[config.mk]
export PLATFORM = sky130hd
export DESIGN_NAME = wb_stage_flat
export DESIGN_NICKNAME = d
export VERILOG_FILES = /design/src/rtl/wb_stage_if.sv /design/src/rtl/wb_stage.sv /design/src/flat_wrapper.sv
export SDC_FILE = /design/constraint.sdc
export NUM_CORES = 1
export LEC_CHECK = 0
export CAP_MARGIN = 30
export CORE_MARGIN = 4
export CORE_UTILIZATION = 43
export DETAILED_ROUTE_END_ITERATION = 7
export GPL_ROUTABILITY_DRIVEN = 0
export PLACE_DENSITY = 0.86
export RECOVER_POWER = 50
export SYNTH_ARGS = -nofsm -noshare
export SYNTH_HDL_FRONTEND = slang
export SYNTH_SLANG_ARGS = --single-unit
export TNS_END_PERCENT = 10
[constraint.sdc]
create_clock -name clk -period 1.9 [get_ports clk]
set_input_delay 0.19 -clock clk [delete_from_list [all_inputs] [get_ports clk]]
set_output_delay 0.19 -clock clk [all_outputs]
set_load 0.01 [all_outputs]
[src/rtl/wb_stage_if.sv]
// MEM->WB bundle: latched memory-stage fields plus writeback, forwarding and status outputs.
interface wb_stage_if #(
   parameter int unsigned XLEN  = 32,
   parameter int unsigned RADDR = 5
);
   logic             mem_valid;
   logic             mem_wen;
   logic [RADDR-1:0] mem_ws;
   logic [1:0]       mem_sel;
   logic [2:0]       mem_ld_type;
   logic [XLEN-1:0]  mem_alu_res;
   logic [XLEN-1:0]  mem_load_data;
   logic [XLEN-1:0]  mem_pc4;
   logic [XLEN-1:0]  mem_imm;
   logic             stall;
   logic             flush;

   logic [RADDR-1:0] ws;
   logic [XLEN-1:0]  wd;
   logic             wf;
   logic             fwd_valid;
   logic [RADDR-1:0] fwd_ws;
   logic [XLEN-1:0]  fwd_data;
   logic             misalign_err;
   logic [31:0]      retired;

   modport master (
      output mem_valid, mem_wen, mem_ws, mem_sel, mem_ld_type, mem_alu_res,
             mem_load_data, mem_pc4, mem_imm, stall, flush,
      input  ws, wd, wf, fwd_valid, fwd_ws, fwd_data, misalign_err, retired
   );

   modport slave (
      input  mem_valid, mem_wen, mem_ws, mem_sel, mem_ld_type, mem_alu_res,
             mem_load_data, mem_pc4, mem_imm, stall, flush,
      output ws, wd, wf, fwd_valid, fwd_ws, fwd_data, misalign_err, retired
   );
endinterface

[src/rtl/wb_stage.sv]
// MEM/WB pipeline register and writeback: result mux, load extension, single-pulse
// register-file write, forwarding tap and retired-instruction counter.
module wb_stage #(
   parameter int unsigned XLEN  = 32,
   parameter int unsigned RADDR = 5
) (
   input  logic      clk,
   input  logic      rst_n,
   wb_stage_if.slave wb
);

   logic             valid_q;
   logic             wen_q;
   logic [RADDR-1:0] ws_q;
   logic [1:0]       sel_q;
   logic [2:0]       ld_q;
   logic [XLEN-1:0]  alu_q;
   logic [XLEN-1:0]  load_q;
   logic [XLEN-1:0]  pc4_q;
   logic [XLEN-1:0]  imm_q;
   logic             written_q;
   logic [31:0]      retired_q;
   logic [31:0]      retired_d;

   logic [15:0]      half;
   logic [7:0]       byt;
   logic [XLEN-1:0]  ld_ext;
   logic [XLEN-1:0]  result;
   logic             misaligned;
   logic             wr_ok;

   // Entry capture: flush beats stall; a stalled entry is marked written after its first cycle.
   always_ff @(posedge clk) begin
      if (!rst_n) begin
         valid_q   <= 1'b0;
         wen_q     <= 1'b0;
         ws_q      <= '0;
         sel_q     <= '0;
         ld_q      <= '0;
         alu_q     <= '0;
         load_q    <= '0;
         pc4_q     <= '0;
         imm_q     <= '0;
         written_q <= 1'b0;
         retired_q <= '0;
      end else begin
         retired_q <= retired_d;
         if (wb.flush) begin
            valid_q   <= 1'b0;
            written_q <= 1'b0;
         end else if (wb.stall) begin
            written_q <= written_q | valid_q;
         end else begin
            valid_q   <= wb.mem_valid;
            wen_q     <= wb.mem_wen;
            ws_q      <= wb.mem_ws;
            sel_q     <= wb.mem_sel;
            ld_q      <= wb.mem_ld_type;
            alu_q     <= wb.mem_alu_res;
            load_q    <= wb.mem_load_data;
            pc4_q     <= wb.mem_pc4;
            imm_q     <= wb.mem_imm;
            written_q <= 1'b0;
         end
      end
   end

   // Count each valid entry once, at the end of its first resident cycle.
   always_comb begin
      retired_d = retired_q;
      if (valid_q && !written_q) begin
         retired_d = retired_q + 32'd1;
      end
   end

   // Little-endian sub-word select and extension, then writeback result mux.
   always_comb begin
      half = alu_q[1] ? load_q[31:16] : load_q[15:0];
      byt  = load_q[7:0];
      case (alu_q[1:0])
         2'b01:   byt = load_q[15:8];
         2'b10:   byt = load_q[23:16];
         2'b11:   byt = load_q[31:24];
         default: byt = load_q[7:0];
      endcase
      case (ld_q)
         3'b001:  ld_ext = {{(XLEN-16){half[15]}}, half};
         3'b010:  ld_ext = {{(XLEN-16){1'b0}}, half};
         3'b011:  ld_ext = {{(XLEN-8){byt[7]}}, byt};
         3'b100:  ld_ext = {{(XLEN-8){1'b0}}, byt};
         default: ld_ext = load_q;
      endcase
      case (sel_q)
         2'b01:   result = ld_ext;
         2'b10:   result = pc4_q;
         2'b11:   result = imm_q;
         default: result = alu_q;
      endcase
   end

   // Outputs: zero while invalid; wf pulses once per entry, forwarding holds for the residency.
   always_comb begin
      misaligned      = (sel_q == 2'b01) && ((ld_q == 3'b001) || (ld_q == 3'b010)) && alu_q[0];
      wr_ok           = valid_q && wen_q && (ws_q != '0) && !misaligned;
      wb.ws           = valid_q ? ws_q : '0;
      wb.wd           = valid_q ? result : '0;
      wb.wf           = wr_ok && !written_q;
      wb.fwd_valid    = wr_ok;
      wb.fwd_ws       = valid_q ? ws_q : '0;
      wb.fwd_data     = valid_q ? result : '0;
      wb.misalign_err = valid_q && misaligned && !written_q;
      wb.retired      = retired_q;
   end

endmodule

[src/flat_wrapper.sv]
// flat-port wrapper written by rule: the top's interface ports become plain ports
module wb_stage_flat 
#(
   parameter int unsigned XLEN  = 32,
   parameter int unsigned RADDR = 5
)
  (clk, rst_n, wb_mem_valid, wb_mem_wen, wb_mem_ws, wb_mem_sel, wb_mem_ld_type, wb_mem_alu_res, wb_mem_load_data, wb_mem_pc4, wb_mem_imm, wb_stall, wb_flush, wb_ws, wb_wd, wb_wf, wb_fwd_valid, wb_fwd_ws, wb_fwd_data, wb_misalign_err, wb_retired);
  wb_stage_if #(.XLEN(XLEN), .RADDR(RADDR)) wb_i ();
  input  logic clk;
  input  logic rst_n;
  input wire logic [$bits(wb_i.mem_valid)-1:0] wb_mem_valid;
  input wire logic [$bits(wb_i.mem_wen)-1:0] wb_mem_wen;
  input wire logic [$bits(wb_i.mem_ws)-1:0] wb_mem_ws;
  input wire logic [$bits(wb_i.mem_sel)-1:0] wb_mem_sel;
  input wire logic [$bits(wb_i.mem_ld_type)-1:0] wb_mem_ld_type;
  input wire logic [$bits(wb_i.mem_alu_res)-1:0] wb_mem_alu_res;
  input wire logic [$bits(wb_i.mem_load_data)-1:0] wb_mem_load_data;
  input wire logic [$bits(wb_i.mem_pc4)-1:0] wb_mem_pc4;
  input wire logic [$bits(wb_i.mem_imm)-1:0] wb_mem_imm;
  input wire logic [$bits(wb_i.stall)-1:0] wb_stall;
  input wire logic [$bits(wb_i.flush)-1:0] wb_flush;
  output wire logic [$bits(wb_i.ws)-1:0] wb_ws;
  output wire logic [$bits(wb_i.wd)-1:0] wb_wd;
  output wire logic [$bits(wb_i.wf)-1:0] wb_wf;
  output wire logic [$bits(wb_i.fwd_valid)-1:0] wb_fwd_valid;
  output wire logic [$bits(wb_i.fwd_ws)-1:0] wb_fwd_ws;
  output wire logic [$bits(wb_i.fwd_data)-1:0] wb_fwd_data;
  output wire logic [$bits(wb_i.misalign_err)-1:0] wb_misalign_err;
  output wire logic [$bits(wb_i.retired)-1:0] wb_retired;
  assign wb_i.mem_valid = wb_mem_valid;
  assign wb_i.mem_wen = wb_mem_wen;
  assign wb_i.mem_ws = wb_mem_ws;
  assign wb_i.mem_sel = wb_mem_sel;
  assign wb_i.mem_ld_type = wb_mem_ld_type;
  assign wb_i.mem_alu_res = wb_mem_alu_res;
  assign wb_i.mem_load_data = wb_mem_load_data;
  assign wb_i.mem_pc4 = wb_mem_pc4;
  assign wb_i.mem_imm = wb_mem_imm;
  assign wb_i.stall = wb_stall;
  assign wb_i.flush = wb_flush;
  assign wb_ws = wb_i.ws;
  assign wb_wd = wb_i.wd;
  assign wb_wf = wb_i.wf;
  assign wb_fwd_valid = wb_i.fwd_valid;
  assign wb_fwd_ws = wb_i.fwd_ws;
  assign wb_fwd_data = wb_i.fwd_data;
  assign wb_misalign_err = wb_i.misalign_err;
  assign wb_retired = wb_i.retired;
  wb_stage #(.XLEN(XLEN), .RADDR(RADDR)) u_core (.clk(clk), .rst_n(rst_n), .wb(wb_i));
endmodule
==> impl_metrics.env, run 1 <==
export IMPL_die_h_um=150
export IMPL_relSlewSlack_pct=40.4
export IMPL_synthMuxAreaShare_pct=2.42
export IMPL_switching_power_mw=2.44
export IMPL_overflow=0
export IMPL_r2r_start="u_core.valid_q$_SDFFE_PP0N_"
export IMPL_layout_commonest_cell="nand2_1"
export IMPL_synth_compound_area_share_pct=23.0
export IMPL_grt_first_pass_wirelength_mm=46.5
export IMPL_start_util_pct=44.1
export IMPL_root_buffer="clkbuf_16"
export IMPL_reg2reg_to="u_core.wb.retired[18]$_SDFFE_PN0P_"
export IMPL_seqPwrFrac_pct=44.7
export IMPL_leakagePower_nw=4.83
export IMPL_yosys_warnings=0
export IMPL_yosysTopAreaCellShare_pct=40.0
export IMPL_dp_slack_ns=-0.631
export IMPL_end_kind="output port"
export IMPL_rows=51
export IMPL_synthSimpleGateAreaFrac_pct=24.2
export IMPL_synth_xor_area_share_pct=2.83
export IMPL_hold_depth=2
export IMPL_grt_pass1_vias=8816
export IMPL_synth_async_sr_flop_share_pct=0
export IMPL_routedWlPerCell_um=18.9
export IMPL_ioPinCount=253
export IMPL_die_area_sq_um=22500
export IMPL_finalCritPeriodShare_pct=127
export IMPL_p_clk_share_pct=40.8
export IMPL_final_seq_area_sq_um=3490
export IMPL_insertion_delay_ns=0.43
export IMPL_netlist_top_cells_area="dfxtp_1, nand2_1, a21boi_0"
export IMPL_ff2ff_setup_slack_ns=-0.32
export IMPL_p_int_mw=6.22
export IMPL_arrival_ns=2.22
export IMPL_drtPass1Iterations=5
export IMPL_drive_gt1_share_pct=20.9
export IMPL_port_buffers=252
export IMPL_dp_hpwl_mm=22.2
export IMPL_syn_to_final_growth_pct=47.3
export IMPL_grt_max_degree=54
export IMPL_synth_nets=1279
export IMPL_r2r_cells=7
export IMPL_final_antenna_net_count=0
export IMPL_hold_end="u_core.imm_q[18]$_SDFFE_PN0P_"
export IMPL_ys_seq_elements=173
export IMPL_via_count=9088
export IMPL_setup_viol=98
export IMPL_p_per_area_nw_per_um2=679
export IMPL_crit_type="register to output port"
export IMPL_fmax_mhz=415
export IMPL_cp_max_fo=6
export IMPL_vias_per_cell=5.47
export IMPL_max_cap_viol_count=0
export IMPL_multi_input_area_sq_um=5050
export IMPL_power_frac_comb_pct=14.5
export IMPL_drc_errors=0
export IMPL_hp_class="primary input to register"
export IMPL_core_area_sq_um=19700
export IMPL_final_core_util_pct=65.0
export IMPL_clk_pin_slew_ns=0.07
export IMPL_nNetsFinal=1525
export IMPL_synth_ff_type="dfxtp_1"
export IMPL_synth_edff_count=0
export IMPL_yosysTopAreaCell="dfxtp_1"
export IMPL_finalCriticalPeriod_ns=2.41
export IMPL_htree_num_levels=4
export IMPL_rsz0062_at_grt="yes"
export IMPL_grt_usage_pct=26.3
export IMPL_violations="negative setup slack"
export IMPL_ys_types=54
export IMPL_clock_sinks=173
export IMPL_synth_top_family_by_area="simple AND/OR/NAND/NOR gates"
export IMPL_hp_start="rst_n"
export IMPL_drv_slew=0
export IMPL_crit_required_ns=1.71
export IMPL_crit_path_start_kind="register"
export IMPL_fin_skew_ns=0.00398
export IMPL_swShare_pct=28.2
export IMPL_die_w_um=150
export IMPL_fill_cells=1609
export IMPL_peakVddDrop_mv=0.700
export IMPL_routed_wl_mm=31.4
export IMPL_cts_tree="done"
export IMPL_status="finished with violations"
export IMPL_tightest_slew_ns=0.893
export IMPL_antenna_found_initial=1
export IMPL_drt_initial_drc_count=780
export IMPL_layout_common_cells="nand2_1, clkdlybuf4s50_1, dfxtp_1"
export IMPL_cts_buffers=17
export IMPL_netlist_area_sq_um=8670
export IMPL_synth_avg_cell_area_sq_um=7.64
export IMPL_synth_fa_ha_area_share_pct=0.144
export IMPL_setup_slack_ns=-0.508
export IMPL_ys_seq_area_share_pct=40.0
export IMPL_hold_violations=0
export IMPL_clock_path_buffers=2
export IMPL_synth_cells=1134
==> cell type report <==
cell class | count | area share (%)
Multi-Input combinational cell | 830 | 39.5
Sequential cell | 173 | 27.3
Timing Repair Buffer | 351 | 25.5
Clock buffer | 18 | 3.44
Tap cell | 265 | 2.60
Clock inverter | 14 | 1.32
Inverter | 7 | 0.206
Antenna cell | 2 | 0.0392
==> Yosys cell counts (all sizes together), types with 6 or more instances <==
master and count:
a221oi 6, xnor2 11, nor3 12, xor2 17, a21boi 143, dfxtp 173
o21ai 89, o22ai 7, buf 46, mux2i 21, inv 7, nor2b 8
a21oi 31, clkbuf 78, nand3 9, nor2 19, and2 35, nand2 359
o221a 8
==> registers in the layout, indices dropped and copies added (netlist names) <==
| signal | count |
|---|---|
| u_core.ws_q | 5 |
| u_core.wen_q | 1 |
| u_core.ld_q | 3 |
| u_core.pc4_q | 32 |
| u_core.written_q | 1 |
| u_core.wb.retired | 32 |
| u_core.sel_q | 2 |
| u_core.alu_q | 32 |
| u_core.load_q | 32 |
| u_core.imm_q | 32 |
| u_core.valid_q | 1 |
==> metal layers <==
layer	global-route usage, %	wire [um]	up-vias
li1	-	-	4262
met1	32.2	12100	4257
met2	44.1	15400	483
met3	5.81	2780	86
met4	12.4	1170	0
met5	0	0	-
==> worst max-delay path: stages, from the launching register on <==
cell and delay [ns]:
dfxtp_4 0.38, buf_8 0.15, buf_6 0.12, o31a_1 0.26, o21a_2 0.24, buf_6 0.14
a221oi_2 0.27, nor2_2 0.08, buf_2 0.15
==> power groups by stage <==
stage / Sequential (mW) / Clock (mW) / Combinational [mW]
detailed placement: 3.94 / 0 / 1.13
global route: 3.88 / 3.77 / 1.35
CTS: 3.85 / 3.57 / 1.19
floorplan: 3.90 / 0 / 0.504
global placement: 3.93 / 0 / 1.11
finish: 3.87 / 3.54 / 1.26
==> timing repair <==
item | in CTS | in global routing
setup endpoints to repair | 78 | 75
buffers inserted | 7 | 4
pin swaps | 24 | 27
hold buffers | 0 | 0
cloned | 0 | 1
resized for setup | 290 | 113
==> worst max path at each step <==
stage,startpoint,to,cells after the start
after floorplan,u_core.sel_q[1]$_SDFFE_PN0P_,wb_wd[21],8
after global placement,u_core.alu_q[1]$_SDFFE_PN0P_,wb_fwd_data[14],6
after detailed placement,u_core.ld_q[0]$_SDFFE_PN0P_,wb_fwd_valid,5
after CTS,u_core.alu_q[0]$_SDFFE_PN0P_,wb_fwd_data[19],7
after global routing,u_core.ld_q[1]$_SDFFE_PN0P_,wb_wd[3],7
final,u_core.ld_q[0]$_SDFFE_PN0P_,wb_fwd_data[1],8
==> through the flow <==
| step | instances | total power, mW | hold slack [ns] | TNS [ns] | instance area (sq um) |
|---|---|---|---|---|---|
| 3_3_place_gp | 1614 | 5.04 | 0.446 | -25.90 | 11800 |
| 6_report | 1660 | 8.66 | 0.244 | -30.02 | 12800 |
| 3_5_place_dp | 1614 | 5.06 | 0.454 | -30.79 | 11800 |
| 5_1_grt | 1659 | 9.00 | 0.237 | -39.38 | 12800 |
| 4_1_cts | 1653 | 8.62 | 0.225 | -25.14 | 12600 |
| 2_1_floorplan | 1134 | 4.40 | 0.266 | -1.31 | 8670 |
==> kinds of logic (layout without fill, tap and decap cells) <==
logic type,count (synthesis),after routing
multiplexers,21,21
flip-flops,173,173
AO/OA/AOI/OAI,300,300
buffers and inverters,131,390
adder cells (fa/ha/maj),1,1
AND/OR/NAND/NOR,480,480
other,0,2
XOR/XNOR,28,28
No activity file was read; power rests on OpenSTA's default activity.
==> inputs of run 2 (changes only) <==
CORE_UTILIZATION = 48   (was 43)
PLACE_DENSITY = 0.9   (was 0.86)
REMOVE_ABC_BUFFERS = 1   (was default)
clock period = 2.3 ns   (was 1.9 ns; I/O delays follow)
==> run 2 against run 1 <==
Effect of this change:
- the flow still finishes with violations (negative setup slack)
- setup slack improved by 0.34 ns
- utilization rose by 5.2 points
- combinational power fell by 23%
- final cell count fell by 4.2%
- sequential share of layout area rose by 1.1 points
- global-route usage rose by 0.78 points
- wire length fell by 8.0%
- sequential power fell by 17%
- flip-flop and latch count did not move
- total power fell by 18%
- clock power fell by 18%
- critical endpoint unchanged
- largest power group unchanged
==> impl_metrics.env, run 2 (synthesis results as in run 1) <==
export IMPL_status="finished with violations"
export IMPL_violations="negative setup slack"
export IMPL_cp_max_fo=6
export IMPL_hold_violations=0
export IMPL_grt_max_degree=174
export IMPL_p_clk_share_pct=41.1
export IMPL_seqPwrFrac_pct=45.1
export IMPL_finalCriticalPeriod_ns=2.47
export IMPL_relSlewSlack_pct=23.9
export IMPL_fin_setup_tns_ns=-3.82
export IMPL_peakVddDrop_mv=0.552
export IMPL_layout_common_cells="nand2_1, clkdlybuf4s50_1, dfxtp_1"
export IMPL_fin_skew_ns=0.00869
export IMPL_ioPinCount=253
export IMPL_core_area_sq_um=17500
export IMPL_clk_pin_slew_ns=0.07
export IMPL_hold_depth=3
export IMPL_crit_required_ns=2.07
export IMPL_routed_wl_mm=28.9
export IMPL_routedWlPerCell_um=18.2
export IMPL_power_frac_comb_pct=13.7
export IMPL_via_count=8925
export IMPL_p_int_mw=5.16
export IMPL_overflow=0
export IMPL_final_antenna_net_count=0
export IMPL_dp_slack_ns=-0.214
export IMPL_insertion_delay_ns=0.43
export IMPL_clock_sinks=173
export IMPL_max_cap_viol_count=0
export IMPL_swShare_pct=27.1
export IMPL_dp_hpwl_mm=19.3
export IMPL_fmax_mhz=406
export IMPL_die_w_um=142
export IMPL_p_per_area_nw_per_um2=577
export IMPL_drt_initial_drc_count=638
export IMPL_setup_viol=61
export IMPL_die_area_sq_um=20300
export IMPL_switching_power_mw=1.92
export IMPL_syn_to_final_growth_pct=41.5
export IMPL_cts_buffers=17
export IMPL_cts_tree="done"
export IMPL_root_buffer="clkbuf_16"
export IMPL_drc_errors=0
export IMPL_finalCritPeriodShare_pct=107
export IMPL_hp_class="primary input to register"
export IMPL_port_buffers=252
export IMPL_grt_pass1_vias=8849
export IMPL_final_core_util_pct=70.2
export IMPL_rsz0062_at_grt="yes"
export IMPL_r2r_cells=6
export IMPL_clock_path_buffers=2
export IMPL_grt_first_pass_wirelength_mm=44.2
export IMPL_antenna_found_initial=1
export IMPL_arrival_ns=2.24
export IMPL_crit_type="register to output port"
export IMPL_nNetsFinal=1497
export IMPL_hold_buffers=0
export IMPL_layout_commonest_cell="nand2_1"
export IMPL_drtPass1Iterations=5
export IMPL_die_h_um=142
export IMPL_htree_num_levels=4
export IMPL_drv_slew=0
export IMPL_leakagePower_nw=4.59
export IMPL_vias_per_cell=5.61
export IMPL_end_kind="output port"
export IMPL_rows=48
export IMPL_grt_usage_pct=27.1
export IMPL_fin_area_sq_um=12300
export IMPL_start_util_pct=49.6
export IMPL_tightest_slew_ns=1.14
export IMPL_crit_path_start_kind="register"
export IMPL_setup_slack_ns=-0.165
export IMPL_drive_gt1_share_pct=17.4
export IMPL_placed_area_sq_um=11400
[run 2: worst paths after layout]
check	end	slack [ns]	startpoint
min	u_core.pc4_q[28]$_SDFFE_PN0P_	0.35	wb_mem_pc4[28]
max reg2reg	u_core.wb.retired[31]$_SDFFE_PN0P_	0.26	u_core.wb.retired[3]$_SDFFE_PN0P_
min reg2reg	u_core.alu_q[7]$_SDFFE_PN0P_	0.46	u_core.alu_q[7]$_SDFFE_PN0P_
max	wb_fwd_data[1]	-0.17	u_core.ld_q[1]$_SDFFE_PN0P_
[run 2: area by class of cell]
type,instances,area (sq um)
Sequential cell,173,3480
Antenna cell,1,2.50
Inverter,7,26.3
Tap cell,225,282
Multi-Input combinational cell,830,4930
Timing Repair Buffer,323,2940
Fill cell,1334,5210
Clock inverter,15,173
Clock buffer,17,425
[run 2: stage by stage]
stage | cells | power, mW | hold slack [ns]
after floorplan | 1010 | 3.59 | 0.306
after global placement | 1544 | 4.11 | 0.448
after detailed placement | 1544 | 4.14 | 0.454
after CTS | 1585 | 7.07 | 0.341
after global routing | 1591 | 7.33 | 0.343
final | 1591 | 7.08 | 0.355
[run 2: power by group through the flow]
stage                     clock, mW  sequential, mW  combinational, mW
after floorplan                   0            3.25              0.338
after global placement            0            3.25              0.865
after detailed placement          0            3.25              0.887
after CTS                      2.95            3.19              0.931
after global routing           3.07            3.21               1.05
final                          2.91            3.20              0.973
[run 2: worst max-delay path, cell delays in order (launching register included)]
cell and delay [ns]:
dfxtp_4 0.39, buf_12 0.14, buf_6 0.11, o31a_1 0.27
o21a_4 0.24, buf_6 0.12, a221oi_4 0.31, nor2_4 0.09
buf_6 0.14
[run 2: repair_timing]
| action | 4_1_cts | 5_1_grt |
|---|---|---|
| setup buffers | 9 | 5 |
| cloned | 0 | 1 |
| pin swaps | 25 | 17 |
| setup endpoints to repair | 67 | 63 |
| gates resized for setup | 318 | 43 |
[run 2: per-layer routing]
| layer | global-route usage (%) | part of all wire (%) |
|---|---|---|
| met1 | 32.0 | 38 |
| met4 | 11.5 | 3.9 |
| met3 | 6.96 | 7.6 |
| met5 | 0 | 0 |
| met2 | 46.9 | 50 |
==> inputs of run 3 (changes only) <==
ABC_CLOCK_PERIOD_IN_PS = 2300   (was default)
CORE_UTILIZATION = 49   (was 48)
DONT_BUFFER_PORTS = 1   (was default)
PLACE_DENSITY = 0.73   (was 0.9)
==> run 3 against run 2 <==
Effect of this change:
- the run now ends clean
- global-route usage increased by 0.63 points
- total power decreased by 1.1%
- final cell count shrank 3.4%
- critical path depth down 1
- clock power about the same
- worst hold slack worse by 0.30 ns
- non-clock buffer count down 54
- first-iteration DRC count grew 7.4%
- via count fell by 2.9%
- largest cell class unchanged
- highest routed layer unchanged
==> impl_metrics.env, run 3 (synthesis results as in run 1) <==
export IMPL_arrival_ns=2.05
export IMPL_cpMaxStageDelayCell="dfxtp_4"
export IMPL_layout_common_cells="nand2_1, dlygate4sd3_1, dfxtp_1"
export IMPL_vias_per_cell=5.64
export IMPL_tightest_slew_ns=1.10
export IMPL_routedWlPerCell_um=18.6
export IMPL_antenna_found_initial=1
export IMPL_insertion_delay_ns=0.43
export IMPL_fin_skew_ns=0.0154
export IMPL_worst_path_buf_inv=2
export IMPL_hold_violations=0
export IMPL_multi_input_area_sq_um=4730
export IMPL_finalCriticalPeriod_ns=2.28
export IMPL_clock_sinks=173
export IMPL_dp_hpwl_mm=16.2
export IMPL_die_area_sq_um=19900
export IMPL_die_h_um=141
export IMPL_cts_tree="done"
export IMPL_max_cap_viol_count=0
export IMPL_htree_num_levels=4
export IMPL_ioPinCount=253
export IMPL_drt_initial_drc_count=685
export IMPL_die_w_um=141
export IMPL_p_per_area_nw_per_um2=597
export IMPL_end_kind="output port"
export IMPL_leakagePower_nw=4.43
export IMPL_grt_pass1_vias=8772
export IMPL_path_cells="and2_1, o211ai_1, o211a_1, buf_8, o21ai_1, a21oi_1, buf_4"
export IMPL_final_seq_area_sq_um=3480
export IMPL_nNetsFinal=1443
export IMPL_layout_commonest_cell="nand2_1"
export IMPL_overflow=0
export IMPL_rows=48
export IMPL_cts_buffers=17
export IMPL_crit_required_ns=2.07
export IMPL_syn_to_final_growth_pct=35.3
export IMPL_peakVddDrop_mv=0.585
export IMPL_fin_setup_tns_ns=0
export IMPL_crit_path_start_kind="register"
export IMPL_port_buffers=0
export IMPL_drv_slew=0
export IMPL_hp_class="primary input to register"
export IMPL_grt_max_degree=97
export IMPL_clk_pin_slew_ns=0.07
export IMPL_final_antenna_net_count=0
export IMPL_crit_type="register to output port"
export IMPL_start_util_pct=50.1
export IMPL_root_buffer="clkbuf_16"
export IMPL_cp_max_fo=19
export IMPL_rsz0062_at_grt="yes"
export IMPL_relSlewSlack_pct=26.8
export IMPL_status="completed"
export IMPL_drc_errors=0
export IMPL_finalCritPeriodShare_pct=99.1
export IMPL_placed_cells=1287
export IMPL_setup_viol=0
export IMPL_via_count=8666
export IMPL_fill_cells=1345
export IMPL_routed_wl_mm=28.6
export IMPL_drtPass1Iterations=6
export IMPL_grt_first_pass_wirelength_mm=44.7
export IMPL_finalNonFillerCells=1537
export IMPL_grt_usage_pct=27.8
export IMPL_fmax_mhz=439
export IMPL_drive_gt1_share_pct=10.3
export IMPL_core_area_sq_um=17300
export IMPL_cpPeakStageDelay_ns=0.41
export IMPL_clock_path_buffers=2
export IMPL_critical_path_top_delay_family="compound AO/OA/AOI/OAI gates"
==> run 3: through the flow <==
stage / total power [mW] / cell area, sq um / util (%) / hold slack, ns / worst slack [ns]
after floorplan: 3.59 / 8050 / - / 0.306 / -2.49
after global placement: 3.76 / 8780 / 50.8 / 0.308 / 0.0386
after detailed placement: 3.77 / 8780 / 50.8 / 0.310 / 0.0130
after CTS: 6.98 / 11600 / 67.3 / 0.0531 / 0.00115
after global routing: 7.23 / 11700 / 67.8 / 0.0689 / -0.0999
final: 7.00 / 11700 / 67.8 / 0.0538 / 0.0216
==> run 3: final timing paths <==
kind / start / to / slack (ns) / cells past startpoint
max: u_core.ld_q[1]$_SDFFE_PN0P_ / wb_wd[20] / 0.02 / 7
min reg2reg: u_core.alu_q[26]$_SDFFE_PN0P_ / u_core.alu_q[26]$_SDFFE_PN0P_ / 0.46 / 2
min: wb_mem_valid / u_core.valid_q$_SDFFE_PP0N_ / 0.05 / 2
max reg2reg: u_core.wb.retired[5]$_SDFFE_PN0P_ / u_core.wb.retired[29]$_SDFFE_PN0P_ / 0.32 / 6
==> run 3: area by class of cell <==
class	instances	area share, %
multi-input cells	830	40.3
flip-flops and latches	173	29.7
repair buffers	269	22.3
clock buffers	17	3.63
well taps	225	2.40
clock inverters	15	1.43
inverters	7	0.224
diodes	1	0.0213
==> run 3: where the power goes <==
group | total, mW | switching, mW | internal, mW | leakage [nW]
clock network | 2.92 | 1.36 | 1.56 | 0.288
registers | 3.20 | 0.0915 | 3.11 | 1.41
logic | 0.884 | 0.440 | 0.445 | 2.73
==> run 3: what timing repair did <==
action | in CTS | in global routing
gates resized for setup | 26 | 38
hold buffers | 217 | 0
endpoints found under the hold margin | 173 | 0
buffers inserted | 0 | 0
endpoints found under the setup margin | 67 | 64
pin swaps | 0 | 3
==> run 3: routing by layer <==
metal  track usage [%]  up-vias  part of all wire, %
li1                  -     4094                    -
met4              10.1        0                  2.9
met3              5.53       74                  7.2
met5                 0        -                    0
met1              33.7     4083                   40
met2              48.7      415                   50
